## config.mk

```make
export PLATFORM = sky130hd
export DESIGN_NAME = seq_counter_fsm
export DESIGN_NICKNAME = d
export VERILOG_FILES = /design/src/rtl/seq_counter_fsm.sv
export SDC_FILE = /design/constraint.sdc
export NUM_CORES = 1
export LEC_CHECK = 0
export CORE_ASPECT_RATIO = 0.6
export CORE_MARGIN = 4
export CORE_UTILIZATION = 29
export DETAILED_ROUTE_END_ITERATION = 10
export DONT_BUFFER_PORTS = 1
export SETUP_SLACK_MARGIN = 0.02
export SLEW_MARGIN = 25
export SYNTH_ARGS = -nofsm -noshare
export SYNTH_HDL_FRONTEND = slang
export SYNTH_SLANG_ARGS = --single-unit
```

## constraint.sdc

```tcl
create_clock -name clk -period 5 [get_ports clk]
set_input_delay 1.5 -clock clk [delete_from_list [all_inputs] [get_ports clk]]
set_output_delay 1.5 -clock clk [all_outputs]
set_load 0.005 [all_outputs]
```

## src/rtl/seq_counter_fsm.sv

```systemverilog
// Mealy pulse-sequence counter with saturating hit count and a two-digit
// multiplexed seven-segment driver (state digit / hit digit).
module seq_counter_fsm #(
  parameter int WIDTH    = 3,
  parameter int TARGET   = 5,
  parameter int MODE     = 0,
  parameter int HIT_W    = 4,
  parameter int SCAN_DIV = 16
) (
  input  logic             clk,
  input  logic             clr,
  input  logic             w,
  output logic             out,
  output logic [WIDTH-1:0] state,
  output logic [HIT_W-1:0] hits,
  output logic [6:0]       seg,
  output logic [1:0]       an
);

  localparam int                SCAN_W    = (SCAN_DIV > 1) ? $clog2(SCAN_DIV) : 1;
  localparam logic [WIDTH-1:0]  LAST      = WIDTH'(TARGET - 1);
  localparam logic [WIDTH:0]    TGT       = (WIDTH + 1)'(TARGET);
  localparam logic [HIT_W-1:0]  HIT_MAX   = '1;
  localparam logic [SCAN_W-1:0] SCAN_LAST = SCAN_W'(SCAN_DIV - 1);

  typedef enum logic {
    DIG_STATE = 1'b0,
    DIG_HITS  = 1'b1
  } dig_e;

  dig_e              dig_q, dig_d;
  logic [WIDTH-1:0]  state_d;
  logic [HIT_W-1:0]  hits_d;
  logic [SCAN_W-1:0] scan_q, scan_d;
  logic [3:0]        nib;
  logic [6:0]        seg_d;
  logic [1:0]        an_d;

  function automatic logic [6:0] glyph(input logic [3:0] v);
    case (v)
      4'h0: glyph = 7'b0000001;
      4'h1: glyph = 7'b1001111;
      4'h2: glyph = 7'b0010010;
      4'h3: glyph = 7'b0000110;
      4'h4: glyph = 7'b1001100;
      4'h5: glyph = 7'b0100100;
      4'h6: glyph = 7'b0100000;
      4'h7: glyph = 7'b0001111;
      4'h8: glyph = 7'b0000000;
      4'h9: glyph = 7'b0000100;
      4'hA: glyph = 7'b0001000;
      4'hB: glyph = 7'b1100000;
      4'hC: glyph = 7'b0110001;
      4'hD: glyph = 7'b1000010;
      4'hE: glyph = 7'b0110000;
      default: glyph = 7'b0111000;
    endcase
  endfunction

  always_comb begin
    state_d = state;
    out     = 1'b0;
    // Out-of-range codes (only reachable via X or forcing) fall back to 0.
    if ({1'b0, state} >= TGT) begin
      state_d = '0;
    end else if (w) begin
      if (state == LAST) begin
        state_d = '0;
        out     = 1'b1;
      end else begin
        state_d = state + 1'b1;
      end
    end else if (MODE == 1) begin
      state_d = '0;
    end

    hits_d = hits;
    if (out && (hits != HIT_MAX)) hits_d = hits + 1'b1;

    scan_d = scan_q + 1'b1;
    dig_d  = dig_q;
    if (scan_q == SCAN_LAST) begin
      scan_d = '0;
      dig_d  = (dig_q == DIG_STATE) ? DIG_HITS : DIG_STATE;
    end

    // an and seg both derive from dig_q so they always switch on the same edge.
    nib   = (dig_q == DIG_HITS) ? 4'(hits) : 4'(state);
    seg_d = glyph(nib);
    an_d  = (dig_q == DIG_HITS) ? 2'b01 : 2'b10;
  end

  always_ff @(posedge clk or posedge clr) begin
    if (clr) begin
      state  <= '0;
      hits   <= '0;
      scan_q <= '0;
      dig_q  <= DIG_STATE;
      seg    <= 7'b0000001;
      an     <= 2'b10;
    end else begin
      state  <= state_d;
      hits   <= hits_d;
      scan_q <= scan_d;
      dig_q  <= dig_d;
      seg    <= seg_d;
      an     <= an_d;
    end
  end

endmodule

```

==> metrics.md <==
| Metric | Value |
|---|---|
| Starting density of the core | 30.2% |
| Clock Tree Buf Depth | 2 |
| Hold Crit Class | register to register |
| Number of global-route vias before repair | 720 |
| Seq/Total Area, Yosys | 47.2% |
| Predominant post-synthesis flop cell | dfrtp_1 |
| Overall power | 0.484 mW |
| Top post-synthesis cells by count | dfrtp_1 (19), nand3_1 (14), ha_1 (11), inv_1 (10), o21ai_0 (6) |
| # resized after CTS | 0 |
| Initial DRC Count | 60 |
| Vias per cell | 5.03 |
| Tcrit/Tclk final | 68.0% |
| # port buffers | 0 |
| Worst R2R Start | dig_q |
| WL per Instance | 14.2 um |
| Min-delay src | scan_q[0] |
| WL final | 2120 um |
| Depth of the CTS H-tree | 1 |
| Crit-path max FO | 6 |
| Number of diodes | 0 |
| Outcome | completed |
| Nets | 117 |
| Row cnt | 17 |
| Post-Syn Instances | 100 |
| YS warnings | 0 |
| Cell Int Power | 0.315 mW |
| Core area | 3700 um^2 |
| Clock Latency Late Sink | 0.25 ns |
| Reg power frac | 52.0% |
| Die Width | 88.2 um |
| Die height | 56.1 um |
| Synth area leader | dfrtp_1 |
| Layout cells sized above 1 | 9.80% |
| Setup repair bufs after CTS | 0 |
| LEAKAGE | 0.554 nW |
| Clock Sinks | 21 |
| Max-Cap Viols | 0 |
| CTS Hold Bufs | 0 |
| Synth unique cells | 29 |
| DP Wirelength | 1670 um |
| First-pass GRT wire length | 3510 um |
| GRT Total Usage | 9.25% |
| Crit end category | output port |
| Worst-margin pin slew | 0.770 ns |
| Buffer and inverter count on the worst path | 0 |
| Final clock skew | 0.00367 ns |
| CP Launch Type | input port |
| Residual DRC | 0 |
| CTS tree | yes |
| Clock network fraction of total power | 21.9% |
| Via count | 750 |
| Fmax | 294 MHz |
| Syn nets | 114 |
| Final hold violations | 0 |
| Final GP Congestion | 0.747 |
| Most frequent cell after synthesis | dfrtp_1 |
| Crit-path cells | and3_1 > and2_1 |
| Fraction of registers with async set/reset | 100% |
| RSZ-0062 raised after global routing | false |
| Worst EP arrival | 1.90 ns |
| Top-area cell type share of the netlist area | 42.5% |
| Switch Pwr | 0.169 mW |
| CP delay by family, top | simple AND/OR/NAND/NOR gates |
| Setup CP Type | input port to output port |
| Synth area leaders | dfrtp_1 (43%), ha_1 (12%), nand3_1 (6.3%) |
| Clk root buf | clkbuf_8 |
| Worst path max stage delay | 0.21 ns |
| Crit. Startpoint | w |
| IO Pins | 20 |
| Grt total ovfl | 0 |
| CTS clk-pin slew, worst paths | 0.07 ns |
| Sw Ratio | 34.9% |
| Initial antenna violation count | 0 |
| CTS buffer count | 3 |
| Synthesized area per cell | 11.2 um^2 |
| # setup viols final | 0 |
| Netlist Area Pre-Place | 1120 um^2 |
| Register bit total from synthesis | 21 |
| Die area | 4950 um^2 |
| Pwr dens | 401 nW/um^2 |
| Peak VDD IR | 0.134 mV |
| Post-synth EDFFs | 0 |
| Comb pwr share | 26.1% |
| Final Max Slew Viols | 0 |
| Detailed Routing Iterations Pass 1 | 4 |
| Largest net degree at the start of global routing | 22 |
| Setup TNS Final | 0 ns |
| Post-route ant nets | 0 |
| Max-slew headroom | 48.6% |
| Critical path data required time | 3.50 ns |
| Worst path slowest cell | and2_1 |
| Layout area overhead | 7.83% |
| Min cycle time layout | 3.40 ns |
==> final timing paths <==
path / end / slack [ns] / cells after the start
max: out / 1.60 / 2
min reg2reg: scan_q[0] / 0.49 / 1
min: scan_q[0] / 0.49 / 1
max in group asynchronous: seg[2] / 3.25 / 1
min in group asynchronous: an[0] / 1.27 / 1
max reg2reg: seg[6] / 2.88 / 5
==> registers in the layout (all words and copies together), names as in the netlist <==
signal  cells
state       3
seg         7
hits        4
dig_q       1
an          2
scan_q      4
==> final cells by class <==
cell class,instances,area [um^2]
Fill cell,386,2490
Tap cell,47,58.8
Clock buffer,4,45.0
Inverter,10,37.5
Multi-Input combinational cell,67,537
Sequential cell,21,528
==> power groups by stage <==
stage | Sequential (mW) | Combinational, mW | Clock, mW
global placement | 0.253 | 0.116 | 0
global route | 0.260 | 0.146 | 0.121
detailed placement | 0.256 | 0.127 | 0
floorplan | 0.241 | 0.0998 | 0
CTS | 0.252 | 0.128 | 0.111
finish | 0.252 | 0.127 | 0.106
==> per-stage QoR <==
stage / std cells / cell area, um^2 / worst slack (ns) / hold slack (ns) / utilization (%)
6_report: 149 / 1210 / 1.60 / 0.487 / 32.6
3_5_place_dp: 145 / 1160 / 1.60 / 0.479 / 31.4
2_1_floorplan: 100 / 1120 / 1.64 / 0.374 / -
5_1_grt: 149 / 1210 / 1.57 / 0.516 / 32.6
3_3_place_gp: 145 / 1160 / 1.62 / 0.465 / 31.4
4_1_cts: 149 / 1210 / 1.59 / 0.489 / 32.6
==> cell usage in the layout, fill, tap and decap left out, types with 2 or more instances in the layout <==
cell type / netlist / layout
o21ai_0: 6 / 6
clkbuf_8: 0 / 3
or3_1: 2 / 2
dfstp_2: 2 / 2
and2_1: 2 / 2
mux2_2: 2 / 2
ha_1: 11 / 11
and3_1: 2 / 2
a31oi_1: 4 / 4
mux2i_1: 3 / 3
a21oi_1: 2 / 2
dfrtp_1: 19 / 19
inv_1: 10 / 10
nand2_1: 3 / 3
nand3_1: 14 / 14
xnor2_1: 4 / 4
==> layer usage <==
layer	routed length [um]	track usage, %	vias to the layer above
met3	224	5.47	2
met5	0	0	-
li1	-	-	360
met4	10	3.02	0
met1	1060	12.9	360
met2	830	11.6	28
==> cells by family after synthesis <==
logic type	Yosys count	share of synthesized area, %
flops	21	47.2
xor+xnor	5	3.91
fa+ha+maj	11	12.3
simple gates	26	12.1
mux	8	10.1
compound gates	17	9.62
buf+inv	12	4.81
(Power assumes the default switching activity.)
==> variant 1: new RTL, same settings <==
Add an input register stage for `w`; this delays it by one clock.
--- a/src/rtl/seq_counter_fsm.sv
+++ b/src/rtl/seq_counter_fsm.sv
@@ -29,2 +29,8 @@
   } dig_e;
+
+  logic w_q;
+
+  always_ff @(posedge clk) begin
+    w_q <= w;
+  end
 
@@ -65,3 +71,3 @@
       state_d = '0;
-    end else if (w) begin
+    end else if (w_q) begin
       if (state == LAST) begin
Check against the original RTL: not equivalent (a bounded check fails within 4 cycles, from zero or initial values).
==> variant 1 against the unedited design <==
  * Critical path depth rose by 2
  * Wire length rose by 15%
  * Area after synthesis rose by 1.8%
  * Sequential power rose by 12%
  * Sequential cell count rose by 1
  * Largest power group unchanged
  * Synthesized cell count rose by 1.0%
  * Via count rose by 3.3%
  * Die area rose by 1.6%
  * Design area rose by 3.8%
  * First-iteration DRC count fell by 85%
  * Setup slack improved by 0.29 ns
  * Power rose by 31%
  * Sequential share of layout area barely moved
==> variant 1: results (changes against the unedited design) <==
skew final=0.004720 ns (+0.001051 ns); Slew @ Worst Pin=0.8307 ns (+0.06071 ns); ys async rst share=95.45% (-4.5 points); all-layer global routing usage=10.81% (+1.6 points); top area cells in the synthesized netlist=sky130_fd_sc_hd__dfrtp_1, sky130_fd_sc_hd__ha_1, sky130_fd_sc_hd__nand3_1, sky130_fd_sc_hd__dfstp_2, sky130_fd_sc_hd__inv_1; worst-case register-to-register setup slack=2.81 ns (-0.07 ns); Placed Instance Area=0.001181 mm² (+1.7%); number of global-route vias before repair=813 (+13%); detailed-route wire length=2445 µm (+15%); insertion delay to the later sink of the worst-skew pair=0.27 ns (+0.02 ns); Cells after Synth=101 (+1.0%); cell leakage power=0.5749 nW (+3.9%); run status=finished, final reports clean; fraction of final layout cells with drive strength greater than 1=10.68% (+0.88 points); data arrival time of the critical path=1.61 ns (-0.29 ns); RD Place Congestion=0.8225 (+10%); sum of net half-perimeters after detailed placement=1779 µm (+6.4%); # resized after CTS=0 (unchanged); Buffers on Ports=0 (unchanged); detailed router's first-iteration violation count=9 (-85%); maximum fanout along the worst path=7 (+1); Max rail drop VDD=0.2122 mV (+59%); net count after synthesis=115 (+0.88%); number of iterations in the first detailed-routing pass=5 (+1); Non-Filler Instances=150 (+0.67%); global-route wire length before repair=4077 µm (+16%); Vias/cell=5.167 (+2.6%); Netlist cell types=30 (+3.4%)
variant 1: cell count changes in the layout (fill, tap and decap cells not counted), sizes merged:
cell	change
clkbuf	-1
bufinv	+1
dfxtp	+1
variant 1: layout make-up:
cell class | instances | area [µm²]
Clock buffer | 3 | 41.29
Clock inverter | 1 | 30.03
Inverter | 10 | 37.54
Tap cell | 47 | 58.81
Multi-Input combinational cell | 67 | 536.8
Sequential cell | 22 | 548.0
Fill cell | 373 | 2470
variant 1: worst max path at each step:
stage	from	endpoint	slack, ns	cells past startpoint
after CTS	state[1]	out	1.91	4
after global placement	state[1]	out	2.29	4
after detailed placement	state[1]	out	2.23	4
final	state[1]	out	1.89	4
after global routing	state[1]	out	1.74	4
after floorplan	state[1]	out	2.40	4
variant 1: through the flow:
step / hold slack, ns / power, W / util (%) / setup WS, ns
after floorplan: 0.3745 / 0.0004083 / - / 2.404
after CTS: 0.5014 / 0.0006451 / 33.65 / 1.912
after global routing: 0.5363 / 0.0006866 / 33.65 / 1.741
final: 0.4989 / 0.0006353 / 33.65 / 1.891
after global placement: 0.4703 / 0.0004514 / 31.73 / 2.287
after detailed placement: 0.4870 / 0.0004697 / 31.73 / 2.227
variant 1: where the power goes:
part           total [W]  leakage, nW  internal (W)  switching, W
Combinational   0.000184        0.269     0.0000780      0.000106
Clock           0.000169       0.0357      0.000107     0.0000617
Sequential      0.000282        0.270      0.000223     0.0000595
Total           0.000635        0.575      0.000408      0.000228
variant 1: worst max-delay path, cell delays in order, from the launching register on:
cell	delay (ns)
sky130_fd_sc_hd__dfrtp_1	0.48
sky130_fd_sc_hd__inv_1	0.10
sky130_fd_sc_hd__ha_1	0.18
sky130_fd_sc_hd__nor2_1	0.31
sky130_fd_sc_hd__and2_1	0.27
variant 1: kinds of logic after synthesis:
family                     synth area share (%)
and+or+nand+nor                           11.87
DFF                                       48.13
AOI/OAI and AO/OA                         9.451
buffers and inverters                     4.725
adders and majority gates                 12.09
muxes                                     9.889
xor gates and xnor gates                  3.846
variant 1: per-layer routing:
| layer | part of all wire, % | global-route usage [%] | wire length, µm | vias up |
|---|---|---|---|---|
| li1 | - | - | - | 361 |
| met1 | 49 | 14.56 | 1198 | 383 |
| met2 | 41 | 15.33 | 1002 | 26 |
| met3 | 8.8 | 4.985 | 216 | 5 |
| met4 | 1.1 | 3.233 | 27 | 0 |
| met5 | 0 | 0 | 0 | - |
==> variant 2: new RTL, config.mk and constraints unchanged <==
Without the edit above. `SCAN_DIV`: 16 -> 32.
--- a/src/rtl/seq_counter_fsm.sv
+++ b/src/rtl/seq_counter_fsm.sv
@@ -7,3 +7,3 @@
   parameter int HIT_W    = 4,
-  parameter int SCAN_DIV = 16
+  parameter int SCAN_DIV = 32
 ) (
Behaviour: same outputs for any inputs over 10 cycles, from zero or initial values; that may be too few to reach the edited logic, so the function may still have changed.
==> variant 2 against the unedited design <==
  * Via count shrank 1.6%
  * Wire length rose by 1.8%
  * Design area rose by 4.9%
  * First-iteration DRC count down 35%
  * Power increased by 21%
  * Sequential cell count increased by 1
  * Global-route usage about the same
  * Area after synthesis is 5.9% higher
  * Setup slack improved by 0.20 ns
  * Final cell count rose by 1.3%
  * Count of clock-buffer cells in the layout is the same
  * Largest power group unchanged
==> variant 2: results (changes against the unedited design) <==
Max rail drop VDD=0.1504 mV (+12%); maximum number of pins on one net before global-route repair=23 (+4.5%); insertion delay to the later sink of the worst-skew pair=0.26 ns; # H-tree levels=1 (unchanged); Sw Pwr=0.0002142 W (+27%); Netlist cell types=34 (+17%); Synth Flop Type=sky130_fd_sc_hd__dfrtp_1; register area share after synthesis=46.67% (-0.53 points); Max transition margin=46.83% (-1.8 points); Setup WS pre-CTS=1.797 ns (+0.2024 ns); clock input transition at the sequential cells of the worst setup and hold paths=0.07 ns (about the same); number of instances on the worst hold path=1 (unchanged); reported clock group power=0.000125 W (+18%); detailed router's first-iteration violation count=39 (-35%); Logic pwr share=31.6% (+5.5 points); data arrival time of the critical path=1.70 ns (-0.20 ns); fraction of final layout cells with drive strength greater than 1=11.54% (+1.7 points); post-route worst hold slack=0.4579 ns (-0.02922 ns); count of nets after finishing=120 (+2.6%); run status=finished, final reports clean; worst-case register-to-register setup slack=2.78 ns (-0.10 ns); global-route wire length before repair=3850 µm (+9.8%); total number of vias=738 (-1.6%); Yosys warning count=0 (unchanged); Setup crit start=w; total instance count after detailed placement=147 (+1.4%); Cells after Synth=104 (+4.0%); skew final=0.0005996 ns (-0.003070 ns); worst r2r path cells=4 (-1); slowest stage cell on the critical path=sky130_fd_sc_hd__and3_1; Vias/cell=4.887 (-2.9%); cell leakage power=0.6105 nW (+10%); start of the worst register-to-register path=dig_q; all-layer global routing usage=9.272% (+0.026 points); number of iterations in the first detailed-routing pass=4 (unchanged); top area cells in the synthesized netlist=sky130_fd_sc_hd__dfrtp_1, sky130_fd_sc_hd__ha_1, sky130_fd_sc_hd__dfstp_2, sky130_fd_sc_hd__mux2i_1, sky130_fd_sc_hd__inv_1; worst-case hold path end point=scan_q[0]; worst flop-to-flop path endpoint=seg[3]; RD Place Congestion=0.7745 (+3.7%); hold crit path type=flip-flop to flip-flop; number of CTS-inserted buffers=3 (unchanged); most numerous cell types in the synthesized netlist=sky130_fd_sc_hd__dfrtp_1, sky130_fd_sc_hd__ha_1, sky130_fd_sc_hd__inv_1, sky130_fd_sc_hd__nand2_1; maximum fanout along the worst path=10 (+4); combinational cell power=0.000185 W (+46%); biggest cell delay along the critical path=0.20 ns; Worst Min Path Start=scan_q[0]; sum of net half-perimeters after detailed placement=1654 µm (-1.1%); registers with the most flip-flops=seg x7, scan_q x5, hits x4; number of global-route vias before repair=793 (+10%); Tmin final=3.201 ns (-0.2014 ns); CP Capture Point=out; mean routed wirelength per cell=14.29 µm (+0.44%)
## variant 2: routing by layer
| metal | track usage (%) | vias up | share of wire [%] |
|---|---|---|---|
| met3 | 4.743 | 3 | 9.2 |
| met2 | 13.49 | 26 | 39 |
| met5 | 0 | - | 0 |
| met4 | 1.961 | 0 | 0.70 |
| li1 | - | 360 | - |
| met1 | 12.33 | 349 | 51 |
## variant 2: kinds of logic (layout without fill, tap and decap cells)
family          Yosys count  in the layout  share of synthesized area [%]
simple gates             28             28                          12.14
flops                    22             22                          46.67
compound gates           15             15                          9.187
buf+inv                  13             13                          5.702
fa+ha+maj                12             12                          12.67
mux                       9              9                          9.926
xor+xnor                  5              5                          3.697
## variant 2: layout make-up
type	count	area [µm²]
tap	47	58.81
sequential	22	553.0
fill	381	2542
clock buffer	4	55.05
inverter	9	33.78
multi-input combinational	69	564.3
